===== src/rtl/msb_align.sv =====
// Multi-cycle bit-placement unit: shifts an operand one bit per cycle until its
// most-significant set bit sits on a requested index, plus one-hot/mask decode of that index.
module msb_align #(
  parameter int WIDTH = 32,
  parameter int IDXW  = 5
) (
  input  logic             clk,
  input  logic             rst_n,
  input  logic             start,
  input  logic [WIDTH-1:0] operand,
  input  logic [IDXW-1:0]  target,
  output logic             busy,
  output logic             done,
  output logic [WIDTH-1:0] result,
  output logic [IDXW:0]    shift_count,
  output logic             shift_left,
  output logic             zero_op,
  output logic [WIDTH-1:0] onehot,
  output logic [WIDTH-1:0] mask
);

  typedef enum logic [1:0] {IDLE, SHIFT, DONE} state_t;

  state_t           state_reg, state_next;
  logic [WIDTH-1:0] work_reg, work_next;
  logic [IDXW-1:0]  tgt_reg, tgt_next;
  logic [WIDTH-1:0] result_reg, result_next;
  logic [IDXW:0]    count_reg, count_next;
  logic             left_reg, left_next;
  logic             zero_reg, zero_next;
  logic [WIDTH-1:0] onehot_reg, onehot_next;
  logic [WIDTH-1:0] mask_reg, mask_next;

  logic [WIDTH-1:0] onehot_dec, mask_dec;
  logic [IDXW-1:0]  msb_idx;

  // Index decode straight from the target input so it can be captured with start.
  genvar gi;
  generate
    for (gi = 0; gi < WIDTH; gi++) begin : g_dec
      assign onehot_dec[gi] = (target == IDXW'(gi));
      assign mask_dec[gi]   = (IDXW'(gi) <= target);
    end
  endgenerate

  // Priority encode of the working value; highest set bit wins.
  always_comb begin
    msb_idx = '0;
    for (int i = 0; i < WIDTH; i++) begin
      if (work_reg[i]) msb_idx = IDXW'(i);
    end
  end

  always_comb begin
    state_next  = state_reg;
    work_next   = work_reg;
    tgt_next    = tgt_reg;
    result_next = result_reg;
    count_next  = count_reg;
    left_next   = left_reg;
    zero_next   = zero_reg;
    onehot_next = onehot_reg;
    mask_next   = mask_reg;
    case (state_reg)
      IDLE, DONE: begin
        if (start) begin
          state_next  = SHIFT;
          work_next   = operand;
          tgt_next    = target;
          onehot_next = onehot_dec;
          mask_next   = mask_dec;
          count_next  = '0;
          left_next   = 1'b0;
          zero_next   = 1'b0;
        end else begin
          state_next = IDLE;
        end
      end
      SHIFT: begin
        if (work_reg == '0) begin
          zero_next   = 1'b1;
          result_next = '0;
          state_next  = DONE;
        end else if (msb_idx == tgt_reg) begin
          result_next = work_reg;
          state_next  = DONE;
        end else if (msb_idx < tgt_reg) begin
          work_next  = work_reg << 1;
          count_next = count_reg + 1'b1;
          left_next  = 1'b1;
        end else begin
          work_next  = work_reg >> 1;
          count_next = count_reg + 1'b1;
          left_next  = 1'b0;
        end
      end
      default: state_next = IDLE;
    endcase
  end

  always_ff @(posedge clk or negedge rst_n) begin
    if (!rst_n) begin
      state_reg  <= IDLE;
      work_reg   <= '0;
      tgt_reg    <= '0;
      result_reg <= '0;
      count_reg  <= '0;
      left_reg   <= 1'b0;
      zero_reg   <= 1'b0;
      onehot_reg <= '0;
      mask_reg   <= '0;
    end else begin
      state_reg  <= state_next;
      work_reg   <= work_next;
      tgt_reg    <= tgt_next;
      result_reg <= result_next;
      count_reg  <= count_next;
      left_reg   <= left_next;
      zero_reg   <= zero_next;
      onehot_reg <= onehot_next;
      mask_reg   <= mask_next;
    end
  end

  assign busy        = (state_reg == SHIFT);
  assign done        = (state_reg == DONE);
  assign result      = result_reg;
  assign shift_count = count_reg;
  assign shift_left  = left_reg;
  assign zero_op     = zero_reg;
  assign onehot      = onehot_reg;
  assign mask        = mask_reg;

endmodule

===== config.mk =====
export PLATFORM = sky130hd
export DESIGN_NAME = msb_align
export DESIGN_NICKNAME = d
export VERILOG_FILES = /design/src/rtl/msb_align.sv
export SDC_FILE = /design/constraint.sdc
export NUM_CORES = 1
export LEC_CHECK = 0
export BUFFER_PORTS_ARGS = -buffer_cell sky130_fd_sc_hd__clkbuf_2
export CORE_MARGIN = 10
export CORE_UTILIZATION = 51
export CTS_BUF_LIST = sky130_fd_sc_hd__clkbuf_8
export CTS_CLUSTER_SIZE = 28
export DETAILED_ROUTE_END_ITERATION = 8
export PLACE_DENSITY = 0.82
export SLEW_MARGIN = 0
export SYNTH_ARGS = -nofsm -noshare
export SYNTH_HDL_FRONTEND = slang
export SYNTH_SLANG_ARGS = --single-unit

===== constraint.sdc =====
create_clock -name clk -period 2.85 [get_ports clk]
set_clock_uncertainty 0.15 [all_clocks]
set_input_delay 0.57 -clock clk [delete_from_list [all_inputs] [get_ports clk]]
set_output_delay 0.57 -clock clk [all_outputs]
set_load 0.01 [all_outputs]

# Word level (Yosys, flattened, before mapping)
# Index checks and enable logic that the tools add are counted.
word_totals:
  ff_bits: 143
op_classes:
  eq_ne: 39
  order_cmp: 33
  n_reduce_logical: 10
  add_sub_neg: 1
  n_mux: 53
ops:
  columns: ["cell", "count"]
  rows:
  - ["32-bit 2-to-1 mux", 6]
  - ["5-bit 2-to-1 mux", 27]
  - ["5-bit == test (second input constant)", 16]
  - ["5-bit <= comparator (first input constant)", 16]
  - ["32-bit one-hot mux with 2 select lines", 1]
  - ["5-bit by 4-bit == test with 1-bit output (second input constant)", 8]
  - ["4-bit by 5-bit <= comparator with 1-bit output (first input constant)", 8]
  - ["32-bit logical NOT", 1]
  - ["5-bit by 3-bit == test with 1-bit output (second input constant)", 4]
  - ["3-bit by 5-bit <= comparator with 1-bit output (first input constant)", 4]
  - ["6-bit 2-to-1 mux", 3]
  - ["6-bit one-hot mux with 2 select lines", 1]
  - ["5-bit by 2-bit == test with 1-bit output (second input constant)", 2]
  - ["1-bit by 5-bit <= comparator with 1-bit output (first input constant)", 2]
  - ["2-bit by 5-bit <= comparator with 1-bit output (first input constant)", 2]
  - ["2-bit 2-to-1 mux", 4]
  - ["1-bit 2-to-1 mux", 7]
  - ["6-bit by 1-bit adder with 6-bit output (second input constant)", 1]
  - ["2-bit != test (second input constant)", 3]
  - ["5-bit by 1-bit == test with 1-bit output (second input constant)", 1]
  - ["5-bit == test", 1]
  - ["5-bit logical NOT", 1]
  - ["5-bit < comparator", 1]
  - ["1-bit one-hot mux with 2 select lines", 2]
  - ["12 further kinds", 14]

# Longest topological paths before layout
# Gate-level depths: netlist of run 1.
logic_depth:
  ltp_word: 36
  depth_mapped: 13
  mapped_depth_nobuf: 11

# Least setup slack after synthesis of run 1
# No wires, ideal clock.
synth_path:
  path_kind: "register to register"
  startpoint: "register work_reg[13]"
  endpoint: "register count_reg[5] (netlist: shift_count[5])"
  stages_incl_launch_ff: 11
  arrival_ns: 2.693
  path_slack_ns: -0.071
  period_less_slack_ns: 2.921
  t_required_ns: 2.622
  cell_sequence: "dfrtp_1 -> nor4_2 -> o21ai_0 -> a21boi_0 -> o2111ai_1 -> ha_1 -> and4_1 -> and2_1 -> or3_1 -> or3_1 -> a21oi_1"
synth_via:
  elab_chain_cells: 22
synth_rtl:
  columns: ["item", "line", "text"]
  rows:
  - ["from (decl)", "25", "logic [WIDTH-1:0] work_reg, work_next;"]
  - ["from (signal assigned)", "114", "work_reg <= work_next;"]
  - ["5-bit 2-to-1 mux (19 in series)", "50", "if (work_reg[i]) msb_idx = IDXW'(i);"]
  - ["5-bit == test", "84", "end else if (msb_idx == tgt_reg) begin"]
  - ["2-bit != test (no line)", null, null]
  - ["4-bit AND reduction (no line) (*)", null, null]
  - ["to (signal assigned)", "117", "count_reg <= count_next;"]
  - ["to (decl)", "28", "logic [IDXW:0] count_reg, count_next;"]
# Mark *: on every way between the ends. The rest lies on a longest branch, timed or not.
# A chain may end at the register's enable or synchronous reset.

# Worst setup path in the final report of run 1
layout_path:
  startpoint: "register work_reg[5]"
  endpoint: "register work_reg[10]"
layout_via:
  elab_chain_cells: 32
layout_rtl:
  columns: ["item", "line", "text"]
  rows:
  - ["5-bit 2-to-1 mux (27 in series)", "50", null]
  - ["5-bit < comparator", "87", "end else if (msb_idx < tgt_reg) begin"]
  - ["32-bit 2-to-1 mux", "87", null]
  - ["32-bit 2-to-1 mux", "84", null]
  - ["32-bit 2-to-1 mux", "80", "if (work_reg == '0) begin"]
  - ["32-bit one-hot mux with 2 select lines", "64", "case (state_reg)"]
# Parallel ways exist; a longest one is shown, timed or not. The select of a mux whose other input is x is not followed.

==> results.sh, run 1 <==
export IMPL_async_reset_ff_frac=1.00
export IMPL_final_layout_size_suffix_gt1_frac=0.365
export IMPL_rsz0062_at_grt="yes"
export IMPL_row_count=41
export IMPL_wirelength_um=20100
export IMPL_grt_antenna_before_repair=0
export IMPL_relSlewSlack=0.551
export IMPL_cap_violations=0
export IMPL_status="complete, but fails checks"
export IMPL_powerDensity_nw_per_um2=1160
export IMPL_cts_tree="done"
export IMPL_synth_nets=661
export IMPL_grt_pass1_vias=6210
export IMPL_hold_path_class="in -> reg"
export IMPL_slew_viol_final=0
export IMPL_crit_start="work_reg[5]"
export IMPL_syn_inst=615
export IMPL_crit_path_end_kind="flip-flop"
export IMPL_period_needed_ns=3.01
export IMPL_ys_ff_latch=142
export IMPL_fin_nets=874
export IMPL_timing_rr_start="work_reg[5]"
export IMPL_cp_max_fo=6
export IMPL_grt_pass1_wl_um=31900
export IMPL_synth_area_per_cell_sq_um=10.5
export IMPL_ys_seq_area_frac=0.548
export IMPL_stdcell_count=1010
export IMPL_grt_overflow_total=0
export IMPL_max_freq_ghz=0.332
export IMPL_remaining_drc_errors=0
export IMPL_routedWlPerCell_um=19.9
export IMPL_worstHoldStart="operand[18]"
export IMPL_track_usage=0.222
export IMPL_antenna_cells=0
export IMPL_drt_initial_drc_count=510
export IMPL_vias=5816
export IMPL_yosysWarnings=0
export IMPL_setup_viol=57
export IMPL_total_power_w=0.0101
export IMPL_dieArea_sq_um=17600
export IMPL_globalplace_congestion=0.936
export IMPL_grt_start_max_net_pins=82
export IMPL_synthTopCellsByArea="dfrtp_1 (55%), a22o_1 (6.1%), nand2_1 (5.0%)"
export IMPL_leakage_nw=4.23
export IMPL_worstMarginPinSlew_ns=0.672
export IMPL_fin_setup_tns_ns=-3.69
export IMPL_floorplan_initialDensity=0.518
export IMPL_ys_flop_type="dfrtp_1"
export IMPL_crit_type="reg -> reg"
export IMPL_ioPinCount=146
export IMPL_clk_latency_ns=0.45
export IMPL_drt_antenna_violating_nets=0
export IMPL_synth_edff_count=0
export IMPL_ys_types=50
export IMPL_drtPass1Iterations=5
export IMPL_critPathLaunchType="flip-flop"
export IMPL_final_setup_worst_slack_ns=-0.163
export IMPL_clock_path_buffers=2
export IMPL_synth_area_sq_um=6480
export IMPL_dp_cells=970
export IMPL_cts_num_sinks=142
export IMPL_cp_required_ns=3.02
export IMPL_dieWidth_um=133
export IMPL_drt_vias_per_instance=5.76
export IMPL_cts_root_buf="clkbuf_8"
export IMPL_areaGrowthSynthToFinish_pct=33.8
export IMPL_die_h_um=133
export IMPL_yosys_area_top_type="dfrtp_1"
export IMPL_violations="negative setup slack"
export IMPL_io_buffers=145
export IMPL_cp_arrival_ns=3.18
export IMPL_ir_worst_vdd_mv=0.504
export IMPL_hold_viol=0
export IMPL_synth_top_area_frac=0.548
export IMPL_placeableCoreArea_sq_um=12500
export IMPL_numCtsBuffers=17
export IMPL_cts_clk_slew_worst_paths_ns=0.08
export IMPL_finalCritPeriodShare=1.06
export IMPL_dpl_hpwl_um=14100
export IMPL_htreeDepth=4
export IMPL_final_cell_mix="clkbuf_2 (144), dfrtp_1 (138), nand2_1 (86), buf_4 (74), a22o_1 (45)"
export IMPL_final_common_cell="clkbuf_2"
-- worst max-delay path, cell delays in order (launching register included) --
cell	delay (ns)
dfrtp_2	0.44
o311a_1	0.38
o311ai_2	0.28
a21oi_2	0.12
o21ai_1	0.16
ha_1	0.29
nand2_1	0.10
o21ai_2	0.07
a31oi_4	0.26
buf_4	0.18
clkbuf_16	0.15
mux2i_1	0.18
o221ai_1	0.11
-- through the flow --
| stage | hold slack (ns) | setup WS (ns) | instance area, sq um | util |
|---|---|---|---|---|
| floorplan | 0.124 | -0.0500 | 6500 | - |
| global placement | 0.300 | -0.135 | 7940 | 0.634 |
| detailed placement | 0.313 | -0.293 | 7940 | 0.634 |
| CTS | 0.152 | -0.0916 | 8490 | 0.678 |
| global route | 0.171 | -0.287 | 8670 | 0.693 |
| finish | 0.180 | -0.163 | 8670 | 0.693 |
-- routing by layer --
layer / part of all wire / vias to the layer above / track usage
met4: 0.024 / 0 / 0.101
met2: 0.48 / 257 / 0.357
met1: 0.41 / 2869 / 0.257
met5: 0 / - / 0
li1: - / 2650 / -
met3: 0.087 / 40 / 0.0848
-- power breakdown --
group | switching [W] | internal, W | total, W
sequential | 0.000665 | 0.00276 | 0.00342
combinational | 0.00252 | 0.00239 | 0.00491
clock | 0.000731 | 0.00104 | 0.00177
-- layout make-up --
class / count / area [sq um]
Clock buffer: 18 / 248
Fill cell: 932 / 3840
Clock inverter: 11 / 176
Sequential cell: 142 / 3560
Tap cell: 172 / 215
Inverter: 35 / 131
Multi-Input combinational cell: 395 / 2740
Timing Repair Buffer: 237 / 1610
-- kinds of logic (layout without fill, tap and decap cells) --
family,Yosys count,after routing,synth area share
simple gates,179,179,0.141
fa+ha+maj,6,6,0.0116
xor+xnor,1,1,0.00135
flops,142,142,0.548
buf+inv,78,301,0.0508
compound gates,175,175,0.193
mux,34,34,0.0539
-- final timing paths --
check	endpoint	slack, ns	depth (start not counted)
min reg2reg	mask[0]	0.33	1
min	work_reg[18]	0.18	3
max in group asynchronous	onehot[20]	1.39	3
min in group asynchronous	work_reg[0]	0.44	2
max reg2reg	work_reg[10]	-0.16	12
max	work_reg[10]	-0.16	12
-- Yosys cell counts, types with 5 or more instances --
library cell	instances
dfrtp_1	142
nand2_1	87
o21ai_0	48
a22o_1	45
inv_1	35
mux2i_1	30
nand3_1	28
clkbuf_1	23
nor2_1	23
a21oi_1	22
o221ai_1	21
buf_2	14
o211ai_1	13
ha_1	6
a31oi_1	5
nand2b_1	5
-- repair_timing --
action                     in CTS  in global routing
cloned                          1                  3
hold buffers                    1                  0
setup buffers                   2                  5
pin swaps                      22                 39
setup endpoints to repair      71                 70
gates resized for setup        23                 24
hold endpoints to repair       32                  0
Note: power is estimated with default switching activity, not from simulation.
==> run 2: changes to the inputs <==
- CORE_MARGIN: 10 -> 1
- MAX_ROUTING_LAYER: unset -> met4
==> run 2 against run 1 <==
Compared with the run above:
- the flow still finishes with violations (negative setup slack)
- clock-buffer cell count is 5 higher
- total power is 6.5% higher
- largest power group unchanged
- cell count is 2.4% higher
- die area is 25% lower
- non-clock buffer count is 25 higher
- maximum frequency hardly changed
==> results.sh, run 2 (synthesis results as in run 1) <==
export IMPL_critPathLaunchType="flip-flop"
export IMPL_slowest_stage="dfrtp_1"
export IMPL_wirelength_um=20200
export IMPL_track_usage=0.318
export IMPL_routedWlPerCell_um=19.5
export IMPL_clk_latency_ns=0.46
export IMPL_max_freq_ghz=0.332
export IMPL_cp_num_buf_inv=1
export IMPL_areaGrowthSynthToFinish_pct=39.0
export IMPL_ioPinCount=146
export IMPL_critPathMostFrequentCell="or3_4"
export IMPL_vias=6142
export IMPL_drt_initial_drc_count=546
export IMPL_cp_max_fo=4
export IMPL_seqCellArea_sq_um=3550
export IMPL_remaining_drc_errors=0
export IMPL_antenna_cells=0
export IMPL_setup_viol=56
export IMPL_drtPass1Iterations=5
export IMPL_final_cell_mix="clkbuf_2 (144), dfrtp_1 (141), buf_4 (97), nand2_1 (86), a22o_1 (45)"
export IMPL_io_buffers=145
export IMPL_drt_vias_per_instance=5.94
export IMPL_grt_antenna_before_repair=0
export IMPL_die_h_um=115
export IMPL_max_stage_delay_ns=0.48
export IMPL_grt_pass1_wl_um=30800
export IMPL_hold_ws_ns=0.184
export IMPL_crit_path_end_kind="flip-flop"
export IMPL_worst_path_stages=10
export IMPL_worstMarginPinSlew_ns=0.670
export IMPL_htreeDepth=4
export IMPL_nFillCells=833
export IMPL_relSlewSlack=0.554
export IMPL_final_layout_size_suffix_gt1_frac=0.409
export IMPL_drt_antenna_violating_nets=0
export IMPL_violations="negative setup slack"
export IMPL_cp_arrival_ns=3.25
export IMPL_hold_depth=3
export IMPL_ir_worst_vdd_mv=0.539
export IMPL_critPathTopFamily="simple AND/OR/NAND/NOR gates"
export IMPL_placeableCoreArea_sq_um=12200
export IMPL_crit_type="reg -> reg"
export IMPL_leakage_nw=4.35
export IMPL_hold_viol=0
export IMPL_grt_start_max_net_pins=67
export IMPL_status="complete, but fails checks"
export IMPL_cap_violations=0
export IMPL_dieArea_sq_um=13200
export IMPL_hold_path_class="in -> reg"
export IMPL_multi_input_area_sq_um=2940
export IMPL_cts_root_buf="clkbuf_8"
export IMPL_cts_num_sinks=142
export IMPL_worstPathCellList="inv_1 > a21oi_1 > o21ai_0 > o41ai_2 > ha_1 > and4_4 > and2_4 > or3_4 > or3_4 > a21oi_4"
export IMPL_final_common_cell="clkbuf_2"
export IMPL_grt_pass1_vias=5961
export IMPL_clock_path_buffers=2
export IMPL_finalCritPeriodShare=1.06
export IMPL_reg2reg_depth=10
export IMPL_fin_setup_tns_ns=-4.95
export IMPL_fin_nets=900
export IMPL_row_count=40
export IMPL_rsz0062_at_grt="yes"
export IMPL_dpl_hpwl_um=12900
export IMPL_cts_tree="done"
export IMPL_numCtsBuffers=17
export IMPL_final_setup_worst_slack_ns=-0.165
export IMPL_dieWidth_um=115
export IMPL_grt_overflow_total=0
export IMPL_floorplan_initialDensity=0.531
export IMPL_cp_required_ns=3.09
export IMPL_cts_clk_slew_worst_paths_ns=0.08
export IMPL_period_needed_ns=3.01
export IMPL_powerDensity_nw_per_um2=1190
export IMPL_slew_viol_final=0
export IMPL_globalplace_congestion=0.887
run 2: final timing paths:
| kind | from | endpoint | slack (ns) |
|---|---|---|---|
| min | operand[30] | work_reg[30] | 0.18 |
| max | work_reg[24] | shift_count[5] | -0.16 |
| min reg2reg | mask[0] | mask[0] | 0.32 |
| max in group asynchronous | rst_n | onehot[4] | 1.28 |
| max reg2reg | work_reg[24] | shift_count[5] | -0.16 |
| min in group asynchronous | rst_n | shift_count[5] | 0.53 |
run 2: tightest hold or removal path: cells and delay by family:
kind                   cells  cell delay [ns]
AO/OA/AOI/OAI              1             0.06
buffers and inverters      1             0.08
AND/OR/NAND/NOR            1             0.04
run 2: cell type report:
class | count | area share
Sequential cell | 142 | 0.394
Clock inverter | 8 | 0.00458
Clock buffer | 23 | 0.0351
Timing Repair Buffer | 262 | 0.201
Tap cell | 168 | 0.0233
Inverter | 35 | 0.0146
Multi-Input combinational cell | 396 | 0.327
run 2: timing repair:
action | CTS | global route
hold buffers | 1 | 0
pin swaps | 36 | 30
endpoints found under the setup margin | 70 | 73
cloned | 4 | 2
hold endpoints to repair | 63 | 0
buffers inserted | 12 | 8
resized for setup | 49 | 33
run 2: where the power goes:
group          leakage (nW)  internal, W  switching [W]
logic                  2.35      0.00292        0.00292
clock network         0.193     0.000722       0.000763
registers              1.81      0.00275       0.000673
run 2: stage by stage:
| stage | util | instance area (sq um) | cells | power, W | worst slack [ns] |
|---|---|---|---|---|---|
| after CTS | 0.722 | 8820 | 1028 | 0.0103 | -0.114 |
| after floorplan | - | 6500 | 615 | 0.00575 | -0.0500 |
| final | 0.738 | 9010 | 1034 | 0.0108 | -0.165 |
| after global placement | 0.657 | 8030 | 980 | 0.00771 | -0.424 |
| after global routing | 0.738 | 9010 | 1034 | 0.0113 | -0.270 |
| after detailed placement | 0.657 | 8030 | 980 | 0.00792 | -0.576 |
run 2: routing by layer:
metal | vias to the layer above | share of wire | GRT usage
li1 | 2699 | - | -
met1 | 3015 | 0.40 | 0.397
met2 | 376 | 0.49 | 0.504
met3 | 52 | 0.083 | 0.0691
met4 | 0 | 0.026 | 0.132
met5 | - | 0 | -
==> run 3: changes to the inputs <==
- ABC_AREA: unset -> 1
- CORE_UTILIZATION: 51 -> 50
- PLACE_DENSITY: 0.82 -> 0.81
==> run 3 against run 2 <==
Compared with the run above:
- the flow still finishes with violations (negative setup slack)
- sequential cell count stayed put
- largest cell class unchanged
- register-to-register slack got worse by 0.36 ns
- utilization fell by 7.6 points
- die area shrank 1.2%
- cell count rose by 4.9%
- synthesized area fell by 3.1%
- combinational power decreased by 24%
==> results.sh, run 3 <==
export IMPL_globalplace_congestion=0.897
export IMPL_io_buffers=145
export IMPL_row_count=40
export IMPL_dp_cells=1045
export IMPL_placeableCoreArea_sq_um=12100
export IMPL_dpl_hpwl_um=11500
export IMPL_cp_required_ns=3.08
export IMPL_yosysWarnings=0
export IMPL_hold_path_class="in -> reg"
export IMPL_synthSimpleGateAreaFrac=0.179
export IMPL_synth_adder_area_share=0.0120
export IMPL_cts_clk_slew_worst_paths_ns=0.08
export IMPL_synth_nets=775
export IMPL_remaining_drc_errors=0
export IMPL_synth_top_family_by_area="simple AND/OR/NAND/NOR gates"
export IMPL_routedWlPerCell_um=15.7
export IMPL_fin_nets=950
export IMPL_async_reset_ff_frac=1.00
export IMPL_critPathLaunchType="flip-flop"
export IMPL_dieWidth_um=114
export IMPL_areaGrowthSynthToFinish_pct=27.8
export IMPL_synth_area_per_cell_sq_um=8.61
export IMPL_slowest_stage="dfrtp_1"
export IMPL_final_area_sq_um=8020
export IMPL_cts_tree="done"
export IMPL_synthTopCellsByArea="dfrtp_1 (57%), nand2_1 (12%), o21ai_0 (9.4%)"
export IMPL_setup_viol=73
export IMPL_drtPass1Iterations=5
export IMPL_clock_path_buffers=2
export IMPL_final_layout_size_suffix_gt1_frac=0.265
export IMPL_max_freq_ghz=0.296
export IMPL_htreeDepth=4
export IMPL_synth_top_area_frac=0.566
export IMPL_hold_viol=0
export IMPL_synth_compound_area_frac=0.173
export IMPL_multi_input_area_sq_um=2370
export IMPL_synth_commonest_cells="nand2_1 (198), dfrtp_1 (142), o21ai_0 (118), nor2_1 (66), inv_1 (65)"
export IMPL_nFillCells=958
export IMPL_worstHoldStart="operand[26]"
export IMPL_fin_setup_tns_ns=-34.86
export IMPL_violations="negative setup slack"
export IMPL_period_needed_ns=3.38
export IMPL_grt_start_max_net_pins=67
export IMPL_synth_edff_count=0
export IMPL_rsz0062_at_grt="yes"
export IMPL_ys_types=34
export IMPL_timing_rr_start="work_reg[2]"
export IMPL_seqCellArea_sq_um=3550
export IMPL_syn_inst=729
export IMPL_slew_viol_final=0
export IMPL_vias=5911
export IMPL_cp_arrival_ns=3.61
export IMPL_ioPinCount=146
export IMPL_track_usage=0.276
export IMPL_synthXorXnorAreaFrac=0.00279
export IMPL_max_stage_delay_ns=0.41
export IMPL_die_h_um=114
export IMPL_grt_pass1_vias=5362
export IMPL_antenna_cells=0
export IMPL_dieArea_sq_um=13000
export IMPL_floorplan_initialDensity=0.518
export IMPL_drt_initial_drc_count=528
export IMPL_cts_root_buf="clkbuf_8"
export IMPL_critPathMostFrequentCell="nand2_1"
export IMPL_r2r_slack_ns=-0.53
export IMPL_synthMuxAreaShare=0.00159
export IMPL_finalCritPeriodShare=1.19
export IMPL_ys_flop_type="dfrtp_1"
export IMPL_grt_antenna_before_repair=0
export IMPL_final_setup_worst_slack_ns=-0.530
export IMPL_stdcell_count=1085
export IMPL_synth_most_common_cell="nand2_1"
export IMPL_clk_latency_ns=0.46
export IMPL_relSlewSlack=0.584
export IMPL_final_common_cell="nand2_1"
export IMPL_pre_cts_slack_ns=-0.421
export IMPL_leakage_nw=4.23
export IMPL_ys_ff_latch=142
export IMPL_ir_worst_vdd_mv=0.509
export IMPL_numCtsBuffers=17
export IMPL_drt_vias_per_instance=5.45
export IMPL_wirelength_um=17000
export IMPL_ys_seq_area_frac=0.566
export IMPL_rr_endpoint="work_reg[16]"
export IMPL_synth_area_sq_um=6280
export IMPL_status="complete, but fails checks"
export IMPL_hold_depth=3
export IMPL_yosys_area_top_type="dfrtp_1"
export IMPL_total_power_w=0.00944
export IMPL_cp_max_fo=18
export IMPL_worstMarginPinSlew_ns=0.624
export IMPL_final_cell_mix="nand2_1 (192), clkbuf_2 (144), dfrtp_1 (142), o21ai_0 (81), nor2_1 (66)"
export IMPL_cts_num_sinks=142
export IMPL_powerDensity_nw_per_um2=1180
export IMPL_postPlaceCellArea_sq_um=7430
export IMPL_reg2reg_depth=38
export IMPL_drt_antenna_violating_nets=0
export IMPL_grt_pass1_wl_um=26900
export IMPL_crit_path_end_kind="flip-flop"
export IMPL_grt_overflow_total=0
export IMPL_hold_end="work_reg[26]"
export IMPL_crit_type="reg -> reg"
export IMPL_cap_violations=0
run 3: cell count changes after synthesis, moves of 20 or more:
cell	delta
nand2_1	+111
o21ai_0	+70
nor2_1	+43
a22o_1	-39
a22oi_1	+32
inv_1	+30
mux2i_1	-29
o221ai_1	-21
nand3_1	-20
run 3: timing repair:
action,CTS,global route
setup endpoints to repair,73,73
gates cloned,1,2
buffers inserted,3,1
gates resized for setup,13,21
hold buffers,1,0
endpoints found under the hold margin,64,0
pin swaps,1,5
run 3: routing by layer:
layer  vias up  wire length, um  part of all wire  track usage
li1       2743                -                 -            -
met1      2835             7510              0.44        0.379
met2       300             7790              0.46        0.396
met3        33             1280             0.075       0.0614
met4         0              435             0.026        0.117
met5         -                0                 0            -
run 3: worst max path at each step:
stage | startpoint | to | depth (start not counted)
floorplan | work_reg[2] | work_reg[16] | 39
global placement | work_reg[2] | result[2] | 40
detailed placement | work_reg[2] | result[24] | 40
CTS | work_reg[2] | result[24] | 40
global route | work_reg[2] | result[6] | 40
finish | work_reg[2] | work_reg[16] | 38
run 3: report_power, final:
part	internal (W)	switching, W	leakage [nW]
clock	0.000889	0.000799	0.207
sequential	0.00279	0.000519	1.78
combinational	0.00182	0.00263	2.24
run 3: final cells by class:
type	instances	area share
flip-flops and latches	142	0.443
multi-input cells	482	0.296
repair buffers	192	0.151
inverters	69	0.0326
clock buffers	18	0.0309
well taps	168	0.0262
clock inverters	14	0.0207
run 3: kinds of logic after synthesis:
kind of cell / Yosys count
buffers and inverters: 105
multiplexers: 1
adder cells (fa/ha/maj): 6
flip-flops: 142
AO/OA/AOI/OAI: 186
AND/OR/NAND/NOR: 287
XOR/XNOR: 2
run 3: stage by stage:
step	hold slack, ns	util
floorplan	0.124	-
global placement	0.309	0.614
detailed placement	0.306	0.614
CTS	0.190	0.655
global route	0.216	0.662
finish	0.218	0.662
run 3: worst max-delay path: cells and delay by family (launching register included):
kind,cells,cell delay [ns]
AND/OR/NAND/NOR,31,1.86
flip-flops,1,0.41
buffers and inverters,3,0.38
adder cells (fa/ha/maj),1,0.28
AO/OA/AOI/OAI,3,0.22
